--- config.mk ---
export PLATFORM = sky130hd
export DESIGN_NAME = st7920_text_ctrl
export DESIGN_NICKNAME = d
export VERILOG_FILES = /design/src/rtl/st7920_pkg.sv /design/src/rtl/st7920_bus_writer.sv /design/src/rtl/st7920_text_ctrl.sv
export SDC_FILE = /design/constraint.sdc
export NUM_CORES = 1
export LEC_CHECK = 0
export CAP_MARGIN = 10
export CORE_UTILIZATION = 32
export DETAILED_ROUTE_END_ITERATION = 7
export DONT_BUFFER_PORTS = 1
export PLACE_DENSITY = 0.53
export SYNTH_ARGS = -nofsm -noshare
export SYNTH_HDL_FRONTEND = slang
export SYNTH_SLANG_ARGS = --single-unit
--- constraint.sdc ---
create_clock -name clk -period 2.41 [get_ports clk]
set_input_delay 0.241 -clock clk [delete_from_list [all_inputs] [get_ports clk]]
set_output_delay 0.241 -clock clk [all_outputs]
set_load 0.1 [all_outputs]
--- src/rtl/st7920_pkg.sv ---
// Shared definitions for the ST7920 character-mode text controller:
// command bytes, the DDRAM row address table and the FSM state types.
package st7920_pkg;

    localparam logic [7:0] FUNC_BASIC = 8'h30;
    localparam logic [7:0] DISP_ON    = 8'h0C;
    localparam logic [7:0] CLEAR      = 8'h01;
    localparam logic [7:0] ENTRY_INC  = 8'h06;

    // Set-DDRAM-address commands for the first column of each text row.
    localparam logic [7:0] LINE_ADDR [0:3] = '{8'h80, 8'h90, 8'h88, 8'h98};

    typedef enum logic [3:0] {
        ST_PWRUP,
        ST_INIT0,
        ST_INIT1,
        ST_INIT2,
        ST_INIT3,
        ST_IDLE,
        ST_ROWADDR,
        ST_FETCH,
        ST_CHAR,
        ST_DONE
    } state_e;

    typedef enum logic [2:0] {
        WR_IDLE,
        WR_SETUP,
        WR_EN,
        WR_WAIT,
        WR_ACK
    } wr_state_e;

    function automatic logic [7:0] line_addr(input logic [1:0] row);
        return LINE_ADDR[row];
    endfunction

endpackage

--- src/rtl/st7920_bus_writer.sv ---
// Single-byte ST7920 bus writer: one setup cycle with rs/dat driven, EN_CYC
// cycles of lcd_en high, then a post-write delay (CLR_CYC for CLEAR, CMD_CYC
// otherwise) before a one-cycle ack. rs/dat stay put until the next request.
module st7920_bus_writer
    import st7920_pkg::*;
#(
    parameter int EN_CYC  = 25,
    parameter int CMD_CYC = 4000,
    parameter int CLR_CYC = 80000
) (
    input  logic       clk,
    input  logic       rst_n,
    input  logic       req,
    input  logic       rs,
    input  logic [7:0] dat,
    output logic       ack,
    output logic       lcd_en,
    output logic       lcd_rs,
    output logic [7:0] lcd_dat
);

    localparam int MAX_AB  = (EN_CYC > CMD_CYC) ? EN_CYC : CMD_CYC;
    localparam int MAX_CYC = (MAX_AB > CLR_CYC) ? MAX_AB : CLR_CYC;
    localparam int CW      = $clog2(MAX_CYC + 1);

    wr_state_e      state, state_nx;
    logic [CW-1:0]  cnt, cnt_nx;
    logic [CW-1:0]  wait_last;
    logic           rs_nx;
    logic [7:0]     dat_nx;

    // State, shared delay counter and the held bus byte.
    // NOTE: sequential state uses non-blocking assignments; reset is sampled on the clock edge.
    always_ff @(posedge clk) begin
        if (!rst_n) begin
            state   <= WR_IDLE;
            cnt     <= '0;
            lcd_rs  <= 1'b0;
            lcd_dat <= '0;
        end else begin
            state   <= state_nx;
            cnt     <= cnt_nx;
            lcd_rs  <= rs_nx;
            lcd_dat <= dat_nx;
        end
    end

    // Next-state logic: accept a request only when idle, then time EN and the post-write wait.
    // NOTE: every output of this block gets a default first so no latch is inferred.
    always_comb begin
        state_nx  = state;
        cnt_nx    = cnt;
        rs_nx     = lcd_rs;
        dat_nx    = lcd_dat;
        wait_last = (!lcd_rs && lcd_dat == CLEAR) ? CW'(CLR_CYC - 1) : CW'(CMD_CYC - 1);
        case (state)
            WR_IDLE: begin
                if (req) begin
                    state_nx = WR_SETUP;
                    rs_nx    = rs;
                    dat_nx   = dat;
                end
            end
            WR_SETUP: begin
                state_nx = WR_EN;
                cnt_nx   = '0;
            end
            WR_EN: begin
                if (cnt == CW'(EN_CYC - 1)) begin
                    state_nx = WR_WAIT;
                    cnt_nx   = '0;
                end else begin
                    cnt_nx = cnt + CW'(1);
                end
            end
            WR_WAIT: begin
                if (cnt == wait_last) begin
                    state_nx = WR_ACK;
                    cnt_nx   = '0;
                end else begin
                    cnt_nx = cnt + CW'(1);
                end
            end
            WR_ACK:  state_nx = WR_IDLE;
            default: state_nx = WR_IDLE;
        endcase
    end

    assign lcd_en = (state == WR_EN);
    assign ack    = (state == WR_ACK);

endmodule

--- src/rtl/st7920_text_ctrl.sv ---
// ST7920 character-mode controller: power-up wait, four init commands, then
// on request rewrites a ROWS x COLS character RAM onto the panel row by row.
// Build option: define ST7920_AUTO_REFRESH_EN for back-to-back continuous frames
// (refresh_req ignored, busy held high).
module st7920_text_ctrl
    import st7920_pkg::*;
#(
    parameter int ROWS      = 4,
    parameter int COLS      = 16,
    parameter int AW        = 6,
    parameter int PWRUP_CYC = 2000000,
    parameter int EN_CYC    = 25,
    parameter int CMD_CYC   = 4000,
    parameter int CLR_CYC   = 80000
) (
    input  logic          clk,
    input  logic          rst_n,
    input  logic          refresh_req,
    output logic          busy,
    output logic          frame_done,
    output logic [AW-1:0] ram_addr,
    input  logic [7:0]    ram_data,
    output logic          lcd_rs,
    output logic          lcd_rw,
    output logic          lcd_en,
    output logic [7:0]    lcd_dat
);

    localparam int RW  = (ROWS > 1) ? $clog2(ROWS) : 1;
    localparam int CLW = (COLS > 1) ? $clog2(COLS) : 1;
    localparam int PW  = $clog2(PWRUP_CYC + 1);

    state_e          state, state_nx;
    logic [RW-1:0]   row, row_nx;
    logic [CLW-1:0]  col, col_nx;
    logic [PW-1:0]   pwr_cnt, pwr_cnt_nx;
    logic            wr_req, wr_rs, wr_ack;
    logic [7:0]      wr_dat;
    logic            start;

`ifdef ST7920_AUTO_REFRESH_EN
    assign start = 1'b1;
    assign busy  = 1'b1;
`else
    assign start = refresh_req;
    assign busy  = (state != ST_IDLE);
`endif

    assign frame_done = (state == ST_DONE);
    assign lcd_rw     = 1'b0;
    // row/col return to 0 at frame end, so the address never passes ROWS*COLS-1.
    assign ram_addr   = AW'(row) * AW'(COLS) + AW'(col);

    st7920_bus_writer #(
        .EN_CYC  (EN_CYC),
        .CMD_CYC (CMD_CYC),
        .CLR_CYC (CLR_CYC)
    ) u_writer (
        .clk     (clk),
        .rst_n   (rst_n),
        .req     (wr_req),
        .rs      (wr_rs),
        .dat     (wr_dat),
        .ack     (wr_ack),
        .lcd_en  (lcd_en),
        .lcd_rs  (lcd_rs),
        .lcd_dat (lcd_dat)
    );

    // Sequencer state, text cursor and power-up counter.
    always_ff @(posedge clk) begin
        if (!rst_n) begin
            state   <= ST_PWRUP;
            row     <= '0;
            col     <= '0;
            pwr_cnt <= '0;
        end else begin
            state   <= state_nx;
            row     <= row_nx;
            col     <= col_nx;
            pwr_cnt <= pwr_cnt_nx;
        end
    end

    // Sequencer: issue one writer request per state and advance on its ack.
    always_comb begin
        state_nx   = state;
        row_nx     = row;
        col_nx     = col;
        pwr_cnt_nx = pwr_cnt;
        wr_req     = 1'b0;
        wr_rs      = 1'b0;
        wr_dat     = '0;
        case (state)
            ST_PWRUP: begin
                if (pwr_cnt == PW'(PWRUP_CYC - 1)) state_nx = ST_INIT0;
                else                               pwr_cnt_nx = pwr_cnt + PW'(1);
            end
            ST_INIT0: begin
                wr_req = 1'b1;
                wr_dat = FUNC_BASIC;
                if (wr_ack) state_nx = ST_INIT1;
            end
            ST_INIT1: begin
                wr_req = 1'b1;
                wr_dat = DISP_ON;
                if (wr_ack) state_nx = ST_INIT2;
            end
            ST_INIT2: begin
                wr_req = 1'b1;
                wr_dat = CLEAR;
                if (wr_ack) state_nx = ST_INIT3;
            end
            ST_INIT3: begin
                wr_req = 1'b1;
                wr_dat = ENTRY_INC;
                if (wr_ack) state_nx = ST_IDLE;
            end
            ST_IDLE: begin
                if (start) begin
                    row_nx   = '0;
                    col_nx   = '0;
                    state_nx = ST_ROWADDR;
                end
            end
            ST_ROWADDR: begin
                wr_req = 1'b1;
                wr_dat = line_addr(2'(row));
                if (wr_ack) state_nx = ST_FETCH;
            end
            // ram_addr is presented here; the writer latches ram_data one cycle later in CHAR.
            ST_FETCH: state_nx = ST_CHAR;
            ST_CHAR: begin
                wr_req = 1'b1;
                wr_rs  = 1'b1;
                wr_dat = ram_data;
                if (wr_ack) begin
                    if (col == CLW'(COLS - 1)) begin
                        col_nx = '0;
                        if (row == RW'(ROWS - 1)) begin
                            row_nx   = '0;
                            state_nx = ST_DONE;
                        end else begin
                            row_nx   = row + RW'(1);
                            state_nx = ST_ROWADDR;
                        end
                    end else begin
                        col_nx   = col + CLW'(1);
                        state_nx = ST_FETCH;
                    end
                end
            end
`ifdef ST7920_AUTO_REFRESH_EN
            ST_DONE: state_nx = ST_ROWADDR;
`else
            ST_DONE: state_nx = ST_IDLE;
`endif
            default: state_nx = ST_PWRUP;
        endcase
    end

endmodule
==> impl_metrics.ini, run 1 <==
[synth]
synth_commonest_cells = nor2_1 (63), dfxtp_1 (60), nand2_1 (34)
synthDistinctLibCells = 61
yosysWarnings = 0
yosysTopAreaCell = dfxtp_1
postSynth.asyncResetShare_pct = 0
synthCells = 386
netlist_area_sq_um = 3253
synth_edf_count = 0
synth-main-ff-cell = dfxtp_1
synth-seq-cells = 60
yosysMostFrequentCell = nor2_1
synth_nets = 402
ys_seq_area_share_pct = 36.92
synthDominantCellAreaShare_pct = 36.92
synth_area_leaders = dfxtp_1 (37%), nor2_1 (7.3%), xor2_1 (5.1%), nand2_1 (3.9%), a21oi_1 (3.4%)
synth_area_per_cell_sq_um = 8.428

[power]
pwr-share-seq_pct = 37.1
p_switching_mw = 1.338
p_int_mw = 1.834
p_sw_share_pct = 42.18
vdd_drop_max_v = 0.0003169
powerDensity_nw_per_um2 = 852.3
leakage_nw = 1.353
p_clk_share_pct = 25.7
pwr-share-comb_pct = 37.1

[sta]
slew_headroom_pct = 55.61
finalCritPeriodShare_pct = 85.45
finalSetupViolCount = 0
worst_slew_pin_slew_ns = 0.6491
clock_skew_ns = 0.009318
hold_viol = 0
max_freq_mhz = 485.6
drv_slew = 0
rsz0062_at_grt = false
fin_tns_setup_ns = 0
finalCriticalPeriod_ns = 2.059

[routing]
wirelength_um = 7635
first_pass_iters = 5
drc = 0
drt_iter0_drc = 180
vias = 2792
via_per_inst = 5.123
ant_nets = 0
wl_per_cell_um = 14.01

[grt]
grt_use_total_pct = 15.47
grt_pass1_vias = 2658
overflow = 0
antenna_found_initial = 0
grt_max_degree = 37
grt_first_pass_wirelength_um = 12700

[clock_tree]
cts.reportedPaths.clkPinSlew_ns = 0.08
ctsRootBufferMaster = clkbuf_8
clock-sinks = 60
post_cts_buffers = 0
cts_resized = 0
cts_made_buffers = 9
insertion_delay_ns = 0.34
cts_hold_buf = 0
cts_htree_levels = 3
clockBufferDepth = 2
cts_tree = built

[setup_path]
end_kind = flop
crit_chain = or3b_1 -> a21oi_1 -> o21ai_2 -> a2111oi_0 -> a21oi_1 -> nor2_1
crit_top_cell = a21oi_1
timing.rr.start = state[3]$_SDFFE_PN0P_
slowest_delay_ns = 0.62
crit_start = state[3]$_SDFFE_PN0P_
crit_type = flop to flop
cp_max_fo = 9
critical_path.slowest_cell = a2111oi_0
worstSetupStartpointType = flop
required_ns = 2.68
cp.arrival_ns = 2.33

[cells_and_area]
fin_nets = 423
fillerInstances = 1055
fin_util_pct = 37.90
drive_gt1_share_pct = 15.53
diodes = 0
area_delta_synth_final_pct = 14.38

[floorplanning]
core_area_sq_um = 9819
ioPinCount = 30
die_height_um = 102.8
chipWidth_um = 102.8
num_rows = 36
fp.dieArea_sq_um = 10570
initial_core_util_pct = 33.13

[placed_design]
port_buffers = 0
gp_routability_congestion = 0.8000
hpwl_um = 5426

[worst_hold_path]
min-delay-path-class = input port to flop
hold_start = rst_n

[run_status]
status = finished clean

[flow_run]
cap_viol_max_count = 0
-- metrics by stage --
step / cells / setup slack, ns / total power [mW] / hold slack (ns) / area (sq um)
2_1_floorplan: 386 / 0.1016 / 2.114 / 0.4592 / 3264
3_3_place_gp: 529 / 0.4406 / 2.352 / 0.3768 / 3543
3_5_place_dp: 529 / 0.3990 / 2.374 / 0.3790 / 3543
4_1_cts: 545 / 0.3825 / 3.197 / 0.009437 / 3721
5_1_grt: 545 / 0.1390 / 3.372 / 0.008879 / 3721
6_report: 545 / 0.3508 / 3.171 / 0.02099 / 3721
-- cell type report --
cell class / count / area (sq um) / area share (%)
Timing Repair Buffer: 30 / 225.2 / 6.052
Sequential cell: 60 / 1201 / 32.28
Multi-Input combinational cell: 298 / 1921 / 51.61
Clock buffer: 9 / 123.9 / 3.329
Inverter: 8 / 30.03 / 0.8070
Tap cell: 133 / 166.4 / 4.472
Clock inverter: 7 / 53.80 / 1.446
-- metal layers --
layer / up-vias / GRT usage (%) / wire [um]
li1: 1433 / - / -
met4: 0 / 5.959 / 110
met2: 49 / 24.21 / 3551
met3: 11 / 3.932 / 270
met1: 1299 / 20.43 / 3702
met5: - / 0 / 0
-- worst max-delay path, delay by kind of cell (launching register included) --
kind	cells	cell delay (ns)
compound gates	4	1.03
flops	1	0.48
simple gates	2	0.48
-- power groups by stage --
stage	logic, mW	clock network (mW)	registers (mW)
after floorplan	0.849	0	1.26
after global placement	1.16	0	1.19
after detailed placement	1.18	0	1.20
after CTS	1.18	0.842	1.17
after global routing	1.29	0.887	1.19
final	1.18	0.816	1.18
-- cell usage in the layout, fill, tap and decap left out, types with 3 or more instances in the layout --
cell         n
nand2b_1     4
a21oi_1     22
dfxtp_1     60
nor2b_1      5
o21ai_0      4
a22oi_1      3
nand2_1     34
and4_1       6
o31ai_1      9
xor2_1      19
nand3_1     17
mux2i_1      4
nor2_1      62
buf_4       30
clkbuf_8     9
nand4_1     11
inv_1        7
clkinvlp_4   6
nor3b_1      3
ha_1         5
o221ai_1    10
nor4_1       3
nor3_1       8
and3_1      12
nor4b_2      3
o21ai_1      5
xnor2_1      9
-- kinds of logic (layout without fill, tap and decap cells) --
family	count (synthesis)	after routing	synth area share, %
other cells	1	1	0.1153
flops	60	60	36.92
compound gates	74	74	16.89
xor+xnor	28	28	7.539
fa+ha+maj	5	5	1.923
simple gates	186	186	30.92
buf+inv	28	54	4.462
mux	4	4	1.231
-- final timing paths --
check                           slack, ns                                to  depth (start not counted)
worst max-delay path                 0.35  u_writer.lcd_dat[5]$_SDFFE_PN0P_                          6
worst min-delay path                 0.02             state[1]$_SDFFE_PN0P_                          1
worst max register to register       0.35  u_writer.lcd_dat[5]$_SDFFE_PN0P_                          6
worst min register to register       0.50     u_writer.cnt[16]$_SDFFE_PN0P_                          2
-- flip-flops by register name, indices dropped and copies added, names as in the netlist --
| register | cells |
|---|---|
| col | 4 |
| pwr_cnt | 21 |
| u_writer.state | 3 |
| row | 2 |
| u_writer.lcd_rs | 1 |
| u_writer.cnt | 17 |
| state | 4 |
| u_writer.lcd_dat | 8 |
Power figures use the tool's default switching activity.
==> inputs of run 2 (changes only) <==
--- a/config.mk
+++ b/config.mk
@@ -7,9 +7,12 @@
 export LEC_CHECK = 0
 export CAP_MARGIN = 10
 export CORE_UTILIZATION = 32
+export CTS_CLUSTER_SIZE = 28
 export DETAILED_ROUTE_END_ITERATION = 7
 export DONT_BUFFER_PORTS = 1
 export PLACE_DENSITY = 0.53
+export RECOVER_POWER = 100
+export SKIP_CTS_REPAIR_TIMING = 1
 export SYNTH_ARGS = -nofsm -noshare
 export SYNTH_HDL_FRONTEND = slang
 export SYNTH_SLANG_ARGS = --single-unit
==> impl_metrics.ini, run 2 (synthesized netlist as in run 1, its figures left out) <==
[cells_and_area]
seq_area_sq_um = 1201
drive_gt1_share_pct = 10.68
fin_nets = 423
multi_input_area_sq_um = 1896
final_cell_mix = nor2_1 (62), dfxtp_1 (60), nand2_1 (34)
fin_util_pct = 36.89
area_delta_synth_final_pct = 11.35
fillerInstances = 1070
top_regs = pwr_cnt: 21 flops, u_writer.cnt: 17 flops, u_writer.lcd_dat: 8 flops
largest_register = pwr_cnt
final_common_cell = nor2_1
largest_reg_flops = 21
diodes = 0

[setup_path]
cp_max_fo = 9
end_kind = flop
cp.arrival_ns = 2.36
required_ns = 2.65
crit_type = flop to flop
worstSetupStartpointType = flop

[sta]
hold_viol = 0
slew_headroom_pct = 15.34
holdWs_ns = 0.02180
finalCriticalPeriod_ns = 2.116
fin_ws_ns = 0.2936
fin_tns_setup_ns = 0
max_freq_mhz = 472.5
drv_slew = 0
clock_skew_ns = 0.009390
rsz0062_at_grt = false
finalSetupViolCount = 0
finalCritPeriodShare_pct = 87.82
worst_slew_pin_slew_ns = 1.270

[floorplanning]
fp.dieArea_sq_um = 10570
num_rows = 36
die_height_um = 102.8
initial_core_util_pct = 33.13
ioPinCount = 30
chipWidth_um = 102.8
core_area_sq_um = 9819

[clock_tree]
cts_made_buffers = 9
cts.reportedPaths.clkPinSlew_ns = 0.08
cts_htree_levels = 3
ctsRootBufferMaster = clkbuf_8
clockBufferDepth = 2
cts_tree = built
clock-sinks = 60
insertion_delay_ns = 0.34

[grt]
grt_pass1_vias = 2658
antenna_found_initial = 0
grt_max_degree = 37
overflow = 0
grt_first_pass_wirelength_um = 12700
grt_use_total_pct = 15.47

[power]
vdd_drop_max_v = 0.0003004
leakage_nw = 1.276
total_power_mw = 3.116
powerDensity_nw_per_um2 = 860.3

[routing]
wl_per_cell_um = 14.10
vias = 2814
wirelength_um = 7683
drc = 0
ant_nets = 0
first_pass_iters = 4
drt_iter0_drc = 197
via_per_inst = 5.163

[worst_hold_path]
min-delay-path-class = input port to flop

[placed_design]
dp_slack_ns = 0.3990
gp_routability_congestion = 0.8000
hpwl_um = 5426
port_buffers = 0

[flow_run]
cap_viol_max_count = 0

[run_status]
status = finished clean
-- run 2: changes by cell type in the layout (fill, tap and decap cells not counted), moves of 2 or more --
cell	change
clkbuf_1	+17
o21ai_0	+5
clkbuf_2	+4
nor4b_1	+2
nor4b_2	-2
o21ai_1	-4
buf_4	-21
-- run 2: layout make-up --
type                            count  share of cell area [%]
Inverter                            8                  0.8290
Tap cell                          133                   4.594
Clock buffer                        9                   3.420
Clock inverter                      7                   1.485
Sequential cell                    60                   33.16
Timing Repair Buffer               30                   4.180
Multi-Input combinational cell    298                   52.33
-- run 2: metrics by stage --
step	instance area [sq um]	instances
after floorplan	3264	386
after global placement	3543	529
after detailed placement	3543	529
after CTS	3721	545
after global routing	3622	545
final	3622	545
-- run 2: per-layer routing --
metal  vias up  share of wire, %  global-route usage (%)
met5         -                 0                       0
met2        63                47                   24.21
met3        12               4.6                   3.932
met4         0               1.4                   5.959
li1       1432                 -                       -
met1      1307                47                   20.43
-- run 2: worst paths after layout --
kind	end	cells past startpoint	from	slack [ns]
setup reg to reg	state[1]$_SDFFE_PN0P_	6	pwr_cnt[6]$_SDFFE_PN0P_	0.29
setup / recovery	state[1]$_SDFFE_PN0P_	6	pwr_cnt[6]$_SDFFE_PN0P_	0.29
hold reg to reg	row[1]$_SDFFE_PN0P_	2	row[1]$_SDFFE_PN0P_	0.51
hold / removal	state[1]$_SDFFE_PN0P_	1	rst_n	0.02
-- run 2: where the power goes --
part / internal [mW] / leakage, nW / switching, mW
combinational: 0.348 / 0.721 / 0.778
clock: 0.373 / 0.0697 / 0.442
sequential: 1.07 / 0.485 / 0.105
total: 1.79 / 1.28 / 1.33
-- run 2: worst max-delay path, cell delays in order, from the launching register on --
cell,delay (ns)
dfxtp_1,0.43
nor4b_1,0.37
and4_4,0.33
a21o_1,0.35
o221a_4,0.29
o221ai_1,0.11
o211a_1,0.14
